--- src/rtl/prog_loader.sv ---
// -----------------------------------------------------------------------------
// prog_loader
//   Receives bytes from the UART receiver, assembles them little-endian into
//   INST_SZ-bit instructions and writes each one into instruction memory
//   through the fetch stage's write port. Once a program has been loaded, it
//   drives the pipeline enable in continuous (RUN) or single-step (STEP) mode
//   until the pipeline reports a halt.
//
// Ports
//   i_clk            clock
//   i_reset          synchronous, active-high reset
//   i_rx_data        received byte, valid while i_rx_done=1
//   i_rx_done        one-cycle strobe per received byte
//   i_halt           pipeline has retired HALT_INST (level)
//   o_write          one-cycle instruction memory write strobe
//   o_instruction_F  assembled instruction word (holds between writes)
//   o_addr           byte address of the word written (word index * 4)
//   o_enable         pipeline execution enable
//   o_state          current FSM state (debug)
//   o_overflow       program exceeded MEM_WORDS without a HALT_INST
//
// Handshake: there is no back-pressure. A byte is consumed in every cycle in
// which i_rx_done=1, including a cycle in which o_write=1, and o_write is a
// single-cycle strobe that the memory must accept unconditionally.
// -----------------------------------------------------------------------------
module prog_loader #(
    parameter int              INST_SZ   = 32,
    parameter int              PC_SZ     = 32,
    parameter int              DATA_SZ   = 8,
    parameter int              MEM_WORDS = 64,
    parameter logic [INST_SZ-1:0] HALT_INST = 32'hFFFFFFFF
) (
    input  logic               i_clk,
    input  logic               i_reset,
    input  logic [DATA_SZ-1:0] i_rx_data,
    input  logic               i_rx_done,
    input  logic               i_halt,
    output logic               o_write,
    output logic [INST_SZ-1:0] o_instruction_F,
    output logic [PC_SZ-1:0]   o_addr,
    output logic               o_enable,
    output logic [2:0]         o_state,
    output logic               o_overflow
);

    // One extra bit so the index can represent MEM_WORDS itself.
    localparam int WIDX_SZ = $clog2(MEM_WORDS) + 1;
    localparam int ASM_SZ  = INST_SZ - DATA_SZ;

    localparam logic [DATA_SZ-1:0] CMD_L = DATA_SZ'(8'h4C);
    localparam logic [DATA_SZ-1:0] CMD_C = DATA_SZ'(8'h43);
    localparam logic [DATA_SZ-1:0] CMD_S = DATA_SZ'(8'h53);

    typedef enum logic [2:0] {
        IDLE = 3'd0,
        LOAD = 3'd1,
        RUN  = 3'd2,
        STEP = 3'd3,
        DONE = 3'd4
    } state_t;

    state_t               state_q, state_d;
    logic [1:0]           byte_cnt_q, byte_cnt_d;
    logic [ASM_SZ-1:0]    asm_q, asm_d;
    logic [WIDX_SZ-1:0]   word_idx_q, word_idx_d;
    logic                 loaded_q, loaded_d;
    logic                 overflow_q, overflow_d;
    logic                 write_q, write_d;
    logic [INST_SZ-1:0]   instr_q, instr_d;
    logic [PC_SZ-1:0]     addr_q, addr_d;
    logic                 enable_q, enable_d;
    logic [INST_SZ-1:0]   word_full;

    // The first three bytes live in asm_q; the fourth completes the word.
    assign word_full = {i_rx_data, asm_q};

    always_ff @(posedge i_clk) begin
        if (i_reset) begin
            state_q    <= IDLE;
            byte_cnt_q <= '0;
            asm_q      <= '0;
            word_idx_q <= '0;
            loaded_q   <= 1'b0;
            overflow_q <= 1'b0;
            write_q    <= 1'b0;
            instr_q    <= '0;
            addr_q     <= '0;
            enable_q   <= 1'b0;
        end else begin
            state_q    <= state_d;
            byte_cnt_q <= byte_cnt_d;
            asm_q      <= asm_d;
            word_idx_q <= word_idx_d;
            loaded_q   <= loaded_d;
            overflow_q <= overflow_d;
            write_q    <= write_d;
            instr_q    <= instr_d;
            addr_q     <= addr_d;
            enable_q   <= enable_d;
        end
    end

    always_comb begin
        state_d    = state_q;
        byte_cnt_d = byte_cnt_q;
        asm_d      = asm_q;
        word_idx_d = word_idx_q;
        loaded_d   = loaded_q;
        overflow_d = overflow_q;
        write_d    = 1'b0;
        instr_d    = instr_q;
        addr_d     = addr_q;
        enable_d   = 1'b0;

        case (state_q)
            IDLE: begin
                if (i_rx_done) begin
                    if (i_rx_data == CMD_L) begin
                        state_d    = LOAD;
                        byte_cnt_d = '0;
                        word_idx_d = '0;
                        loaded_d   = 1'b0;
                        overflow_d = 1'b0;
                    end else if (i_rx_data == CMD_C && loaded_q) begin
                        state_d  = RUN;
                        enable_d = 1'b1;
                    end else if (i_rx_data == CMD_S && loaded_q) begin
                        state_d = STEP;
                    end
                end
            end

            LOAD: begin
                if (i_rx_done) begin
                    if (byte_cnt_q == 2'd3) begin
                        write_d    = 1'b1;
                        instr_d    = word_full;
                        addr_d     = PC_SZ'({word_idx_q, 2'b00});
                        word_idx_d = word_idx_q + WIDX_SZ'(1);
                        byte_cnt_d = '0;
                        // HALT_INST wins over overflow, so a HALT in the last
                        // memory slot is still a normal load.
                        if (word_full == HALT_INST) begin
                            loaded_d = 1'b1;
                            state_d  = IDLE;
                        end else if (word_idx_q == WIDX_SZ'(MEM_WORDS - 1)) begin
                            overflow_d = 1'b1;
                            state_d    = IDLE;
                        end
                    end else begin
                        // Shift-in from the top: after three bytes the first
                        // one has reached the least significant position.
                        asm_d      = {i_rx_data, asm_q[ASM_SZ-1:DATA_SZ]};
                        byte_cnt_d = byte_cnt_q + 2'd1;
                    end
                end
            end

            RUN: begin
                if (i_halt) begin
                    state_d = DONE;
                end else begin
                    enable_d = 1'b1;
                end
            end

            STEP: begin
                // Halt takes priority over a same-cycle step request.
                if (i_halt) begin
                    state_d = DONE;
                end else if (i_rx_done && i_rx_data == CMD_C) begin
                    state_d  = RUN;
                    enable_d = 1'b1;
                end else if (i_rx_done && i_rx_data == CMD_S) begin
                    enable_d = 1'b1;
                end
            end

            DONE: begin
                if (i_rx_done && i_rx_data == CMD_L) begin
                    state_d    = LOAD;
                    byte_cnt_d = '0;
                    word_idx_d = '0;
                    loaded_d   = 1'b0;
                    overflow_d = 1'b0;
                end
            end

            default: begin
                state_d = IDLE;
            end
        endcase
    end

    assign o_write         = write_q;
    assign o_instruction_F = instr_q;
    assign o_addr          = addr_q;
    assign o_enable        = enable_q;
    assign o_state         = state_q;
    assign o_overflow      = overflow_q;

endmodule

--- config.mk ---
export PLATFORM = sky130hd
export DESIGN_NAME = prog_loader
export DESIGN_NICKNAME = d
export VERILOG_FILES = /design/src/rtl/prog_loader.sv
export SDC_FILE = /design/constraint.sdc
export NUM_CORES = 1
export LEC_CHECK = 0
export ABC_AREA = 1
export CAP_MARGIN = 5
export CORE_MARGIN = 3
export CORE_UTILIZATION = 40
export CTS_CLUSTER_DIAMETER = 40
export CTS_CLUSTER_SIZE = 30
export DETAILED_ROUTE_END_ITERATION = 8
export HOLD_SLACK_MARGIN = 0.12
export PLACE_DENSITY = 0.69
export SLEW_MARGIN = 30
export SYNTH_ARGS = -nofsm -noshare
export SYNTH_HDL_FRONTEND = slang
export SYNTH_SLANG_ARGS = --single-unit
--- constraint.sdc ---
create_clock -name i_clk -period 1.5 [get_ports i_clk]
set_input_delay 0.15 -clock i_clk [delete_from_list [all_inputs] [get_ports i_clk]]
set_output_delay 0.15 -clock i_clk [all_outputs]
set_load 0.01 [all_outputs]
* Word level (Yosys, flattened, before mapping)
Index checks and enable logic that the tools add are counted.
** Word-level totals
- Bits of input ports :: 12
- Output and inout port bits :: 70
- Flip-flop bits (word level) :: 79
- Logic and storage cells :: 98
** Cells by class
- Muxes and demuxes :: 46
- Equality and inequality tests :: 22
- Add/sub/neg operators :: 2
- Bitwise gates (word level) :: 3
- Reduce and logical (&&, ||, !) cells :: 15
** Operators with widths (number)
- $mux W3 :: 12
- $mux W7 :: 5
- $eq A32 B32 Y1 const B :: 1
- $eq A8 B7 Y1 const B :: 3
- $pmux W7 S3 :: 1
- $mux W1 :: 18
- $ne A2 B2 Y1 const B :: 9
- $reduce_and A8 Y1 :: 2
- $pmux W3 S5 :: 1
- $mux W2 :: 5
- $pmux W1 S3 :: 3
- $add A7 B1 Y7 const B :: 1
- $eq A7 B6 Y1 const B :: 1
- $reduce_and A7 Y1 :: 1
- $eq A3 B2 Y1 const B :: 2
- $ne A3 B3 Y1 const B :: 2
- $pmux W2 S3 :: 1
- $reduce_and A3 Y1 :: 2
- $reduce_and A6 Y1 :: 1
- $logic_and A1 B1 Y1 :: 5
- $reduce_and A5 Y1 :: 1
- $ne A4 B4 Y1 const B :: 1
- $eq A3 B1 Y1 const B :: 1
- $eq A3 B3 Y1 const B :: 1
- other kinds (6) :: 8

* Logic depth before layout (Yosys ltp)
- Depth after elaboration :: 7
- Mapped depth :: 12
- Mapped depth without buffers :: 12

* Least setup slack after synthesis
Ideal clock, no wire load.
- Path type :: reg2reg
- From :: register state_q[0], in the netlist o_state[0]
- To :: register overflow_q, in the netlist o_overflow
- Data required time :: 1.381 ns
- Period minus slack after synthesis :: 1.405 ns
- Stages on the path, launching flop included :: 8
- Setup time :: 0.119 ns
- Setup slack :: 0.095 ns
- Arrival time :: 1.286 ns
- Path through :: dfxtp_1 -> inv_2 -> nand2_2 -> nor2_2 -> a21oi_4 -> nand2_4 -> o21ai_2 -> nor2_1
** On the way
- Cells in the longest elaborated chain, start to end :: 3
- Elaborated cells between the ends (all ways) :: 13
- Those cells by class :: 9 x eq/ne; 1 x mux; 3 x reduce/logical
** Ends and longest elaborated chain
- start, declared :: line 62 : state_t state_q, state_d;
- start signal, assigned :: line 90 : state_q <= state_d;
- $eq A3 B1 Y1 (tied with other cells) :: line 115 : case (state_q)
- $ne A2 B2 Y1 (no source line) or $reduce_bool A3 Y1 (tied branches)
- $reduce_and A8 Y1 (no source line)
- end signal, assigned :: line 95 : overflow_q <= overflow_d;
- end, declared :: line 67 : logic overflow_q, overflow_d;
Several ways; a longest one is shown, not always the timed one.
A chain may end at the register's enable or synchronous reset.

* Worst setup path in the final report
- From :: register instr_q[0], in the netlist o_instruction_F[0]
- To :: output o_instruction_F[0]
** RTL lines
- start, declared :: line 69 : logic [INST_SZ-1:0] instr_q, instr_d;
- start signal, assigned :: line 97 : instr_q <= instr_d;
- end, declared :: line 39 : output logic [INST_SZ-1:0] o_instruction_F,
No word-level cell between the ends.

==> flow_summary.json <==
{
  "hold_viol_final": 0,
  "synth_xor_area_share_pct": 0.990,
  "clockBufferDepth": 2,
  "drv_slew": 0,
  "cp_top_family": "buffers and inverters",
  "synthTopCellsByCount": "nor2_1 (135), dfxtp_1 (79), nand2_1 (51), o21ai_0 (51), buf_4 (28)",
  "path_buf_inv": 1,
  "worstPathCellList": "clkdlybuf4s50_1",
  "cts_buffers": 9,
  "synth_fa_ha_area_share_pct": 0.707,
  "hpwlAfterDp_um": 6200,
  "rsz0062_at_grt": "true",
  "grt_usage_pct": 17.9,
  "synth_edf_count": 0,
  "holdCritPathClass": "in -> reg",
  "globalRoute.totalOverflow": 0,
  "ys_ff_latch": 79,
  "ff_latch_area_um2": 1600,
  "synth-seq-area-share_pct": 44.7,
  "cp_data_required_time_ns": 1.35,
  "critical_path_class": "reg -> out",
  "maxCapViolations": 0,
  "ir_worst_vdd_mv": 0.682,
  "antenna_left": 0,
  "vias": 3253,
  "nets": 588,
  "synth_area_um2": 3540,
  "die-area_um2": 10000,
  "start_util_pct": 42.2,
  "yosys.area.top_type": "dfxtp_1",
  "cts_max_level": 3,
  "status": "complete, no violations",
  "synth_cells": 484,
  "tritoncts": "built",
  "clk_pin_slew_ns": 0.08,
  "grt_pass1_wl_um": 14400,
  "layout.cells.non_filler": 684,
  "wl_per_cell_um": 12.7,
  "fin_crit_sh_pct": 95.5,
  "io_pins": 82,
  "critPathMaxStageDelay_ns": 0.56,
  "fillers": 801,
  "max_freq_ghz": 0.698,
  "drive_gt1_share_pct": 20.9,
  "rows": 33,
  "cts_sinks": 79,
  "cts_root_buffer": "clkbuf_8",
  "fin_ws_ns": 0.0670,
  "finalCriticalPeriod_ns": 1.43,
  "coreArea_um2": 8380,
  "ys_types": 31,
  "chipWidth_um": 100,
  "worstSetupStartpointType": "flop",
  "antenna_found_initial": 0,
  "cp.arrival_ns": 1.28,
  "worstSkewPairLatency_ns": 0.36,
  "grt_pass1_vias": 3071,
  "drtPass1Iterations": 4,
  "synth_top_family_by_area": "simple AND/OR/NAND/NOR gates",
  "yosysMostFrequentCell": "nor2_1",
  "yosys.area.top_type_share_pct": 44.7,
  "syn_to_final_growth_pct": 33.7,
  "antenna_cells": 0,
  "crit_path_end_kind": "primary output",
  "place.gp.congestion": 0.855,
  "setup_viol": 0,
  "post-place-ws_ns": -0.355,
  "p_leak_nw": 2.19,
  "yosys.area_share.simple_pct": 28.0,
  "synth_warnings": 0,
  "hold_buffers": 0,
  "synth_area_leaders": "dfxtp_1 (45%), nor2_1 (14%), o21ai_0 (7.2%), buf_4 (5.9%), nand2_1 (5.4%)",
  "p_per_area_nw_per_um2": 1160,
  "synth-main-ff-cell": "dfxtp_1",
  "multi_input_area_um2": 1700,
  "synth_async_sr_flop_share_pct": 0,
  "via_per_inst": 4.76,
  "io_buffers": 56,
  "p_total_mw": 5.51,
  "muxShareOfSynthArea_pct": 0,
  "drt-initial-drc-count": 144,
  "drt_wl_total_um": 8660,
  "crit_path_top_delay_cell": "clkdlybuf4s50_1",
  "syn_avg_cell_area_um2": 7.31,
  "die_h_um": 100,
  "dp_cells": 665,
  "path_max_fanout": 2,
  "rrSetupSlack_ns": 0.08,
  "remaining_drc_errors": 0,
  "grt_max_degree": 51,
  "skew_ns": 0.00788,
  "synth_compound_area_share_pct": 14.0
}
## layout by cell type, fill, tap and decap left out, types with 5 or more instances in the layout
| cell type | instances |
|---|---|
| a21oi_1 | 25 |
| buf_4 | 36 |
| buf_6 | 5 |
| clkbuf_8 | 11 |
| clkdlybuf4s50_1 | 50 |
| conb_1 | 25 |
| dfxtp_1 | 66 |
| dfxtp_2 | 12 |
| inv_1 | 12 |
| inv_2 | 11 |
| nand2_1 | 47 |
| nand2_2 | 11 |
| nand3_1 | 20 |
| nor2_1 | 129 |
| nor2_2 | 8 |
| o21ai_0 | 51 |
| o21ai_1 | 13 |
## worst min-delay path: stages
cell and delay [ns]:
dlymetal6s2s_1 0.14, inv_2 0.08, a21oi_1 0.06
## final cells by class
class	count	area share, %
clock buffers	11	3.20
clock inverters	5	1.69
inverters	28	2.43
multi-input cells	356	36.0
flip-flops and latches	79	33.8
well taps	105	2.78
repair buffers	100	20.1
## per-layer routing
layer  up-vias  part of all wire (%)  track usage (%)
li1       1683                     -                -
met1      1471                    49             24.0
met2        87                    44             27.6
met3        12                   5.6             5.07
met4         0                   1.4             6.53
met5         -                     0                0
## per-stage QoR
stage	area [um^2]	TNS, ns	hold WS, ns	utilization, %
2_1_floorplan	3630	0	0.289	-
3_3_place_gp	4380	-7.85	0.489	52.2
3_5_place_dp	4380	-7.67	0.495	52.2
4_1_cts	4630	0	0.408	55.2
5_1_grt	4730	-0.0978	0.124	56.4
6_report	4730	0	0.107	56.4
## timing repair
| action | CTS | global route |
|---|---|---|
| pin swaps | 2 | 14 |
| endpoints found under the setup margin | 17 | 61 |
| setup buffers | 2 | 2 |
| gates resized for setup | 8 | 37 |
## state kept, by name, indices dropped and copies added, names as in the netlist
| register | cells |
|---|---|
| o_instruction_F | 32 |
| asm_q | 24 |
| o_addr | 7 |
| word_idx_q | 7 |
| o_state | 3 |
| byte_cnt_q | 2 |
| loaded_q | 1 |
| o_enable | 1 |
| o_overflow | 1 |
| o_write | 1 |
## worst paths after layout
path,startpoint,end,cells after the start
worst max-delay path,o_instruction_F[0],o_instruction_F[0],1
worst min-delay path,i_rx_data[7],asm_q[23],3
worst max register to register,o_state[1],word_idx_q[5],8
worst min register to register,word_idx_q[6],word_idx_q[6],2
## power by group
group | switching, mW | internal [mW]
logic | 0.778 | 0.519
clock network | 0.797 | 1.02
registers | 0.127 | 2.26
## kinds of logic after synthesis
| family | count (synthesis) |
|---|---|
| buffers and inverters | 73 |
| flip-flops | 79 |
| adder cells (fa/ha/maj) | 2 |
| AND/OR/NAND/NOR | 230 |
| XOR/XNOR | 4 |
| AO/OA/AOI/OAI | 95 |
| other | 1 |
(Power assumes the default switching activity.)
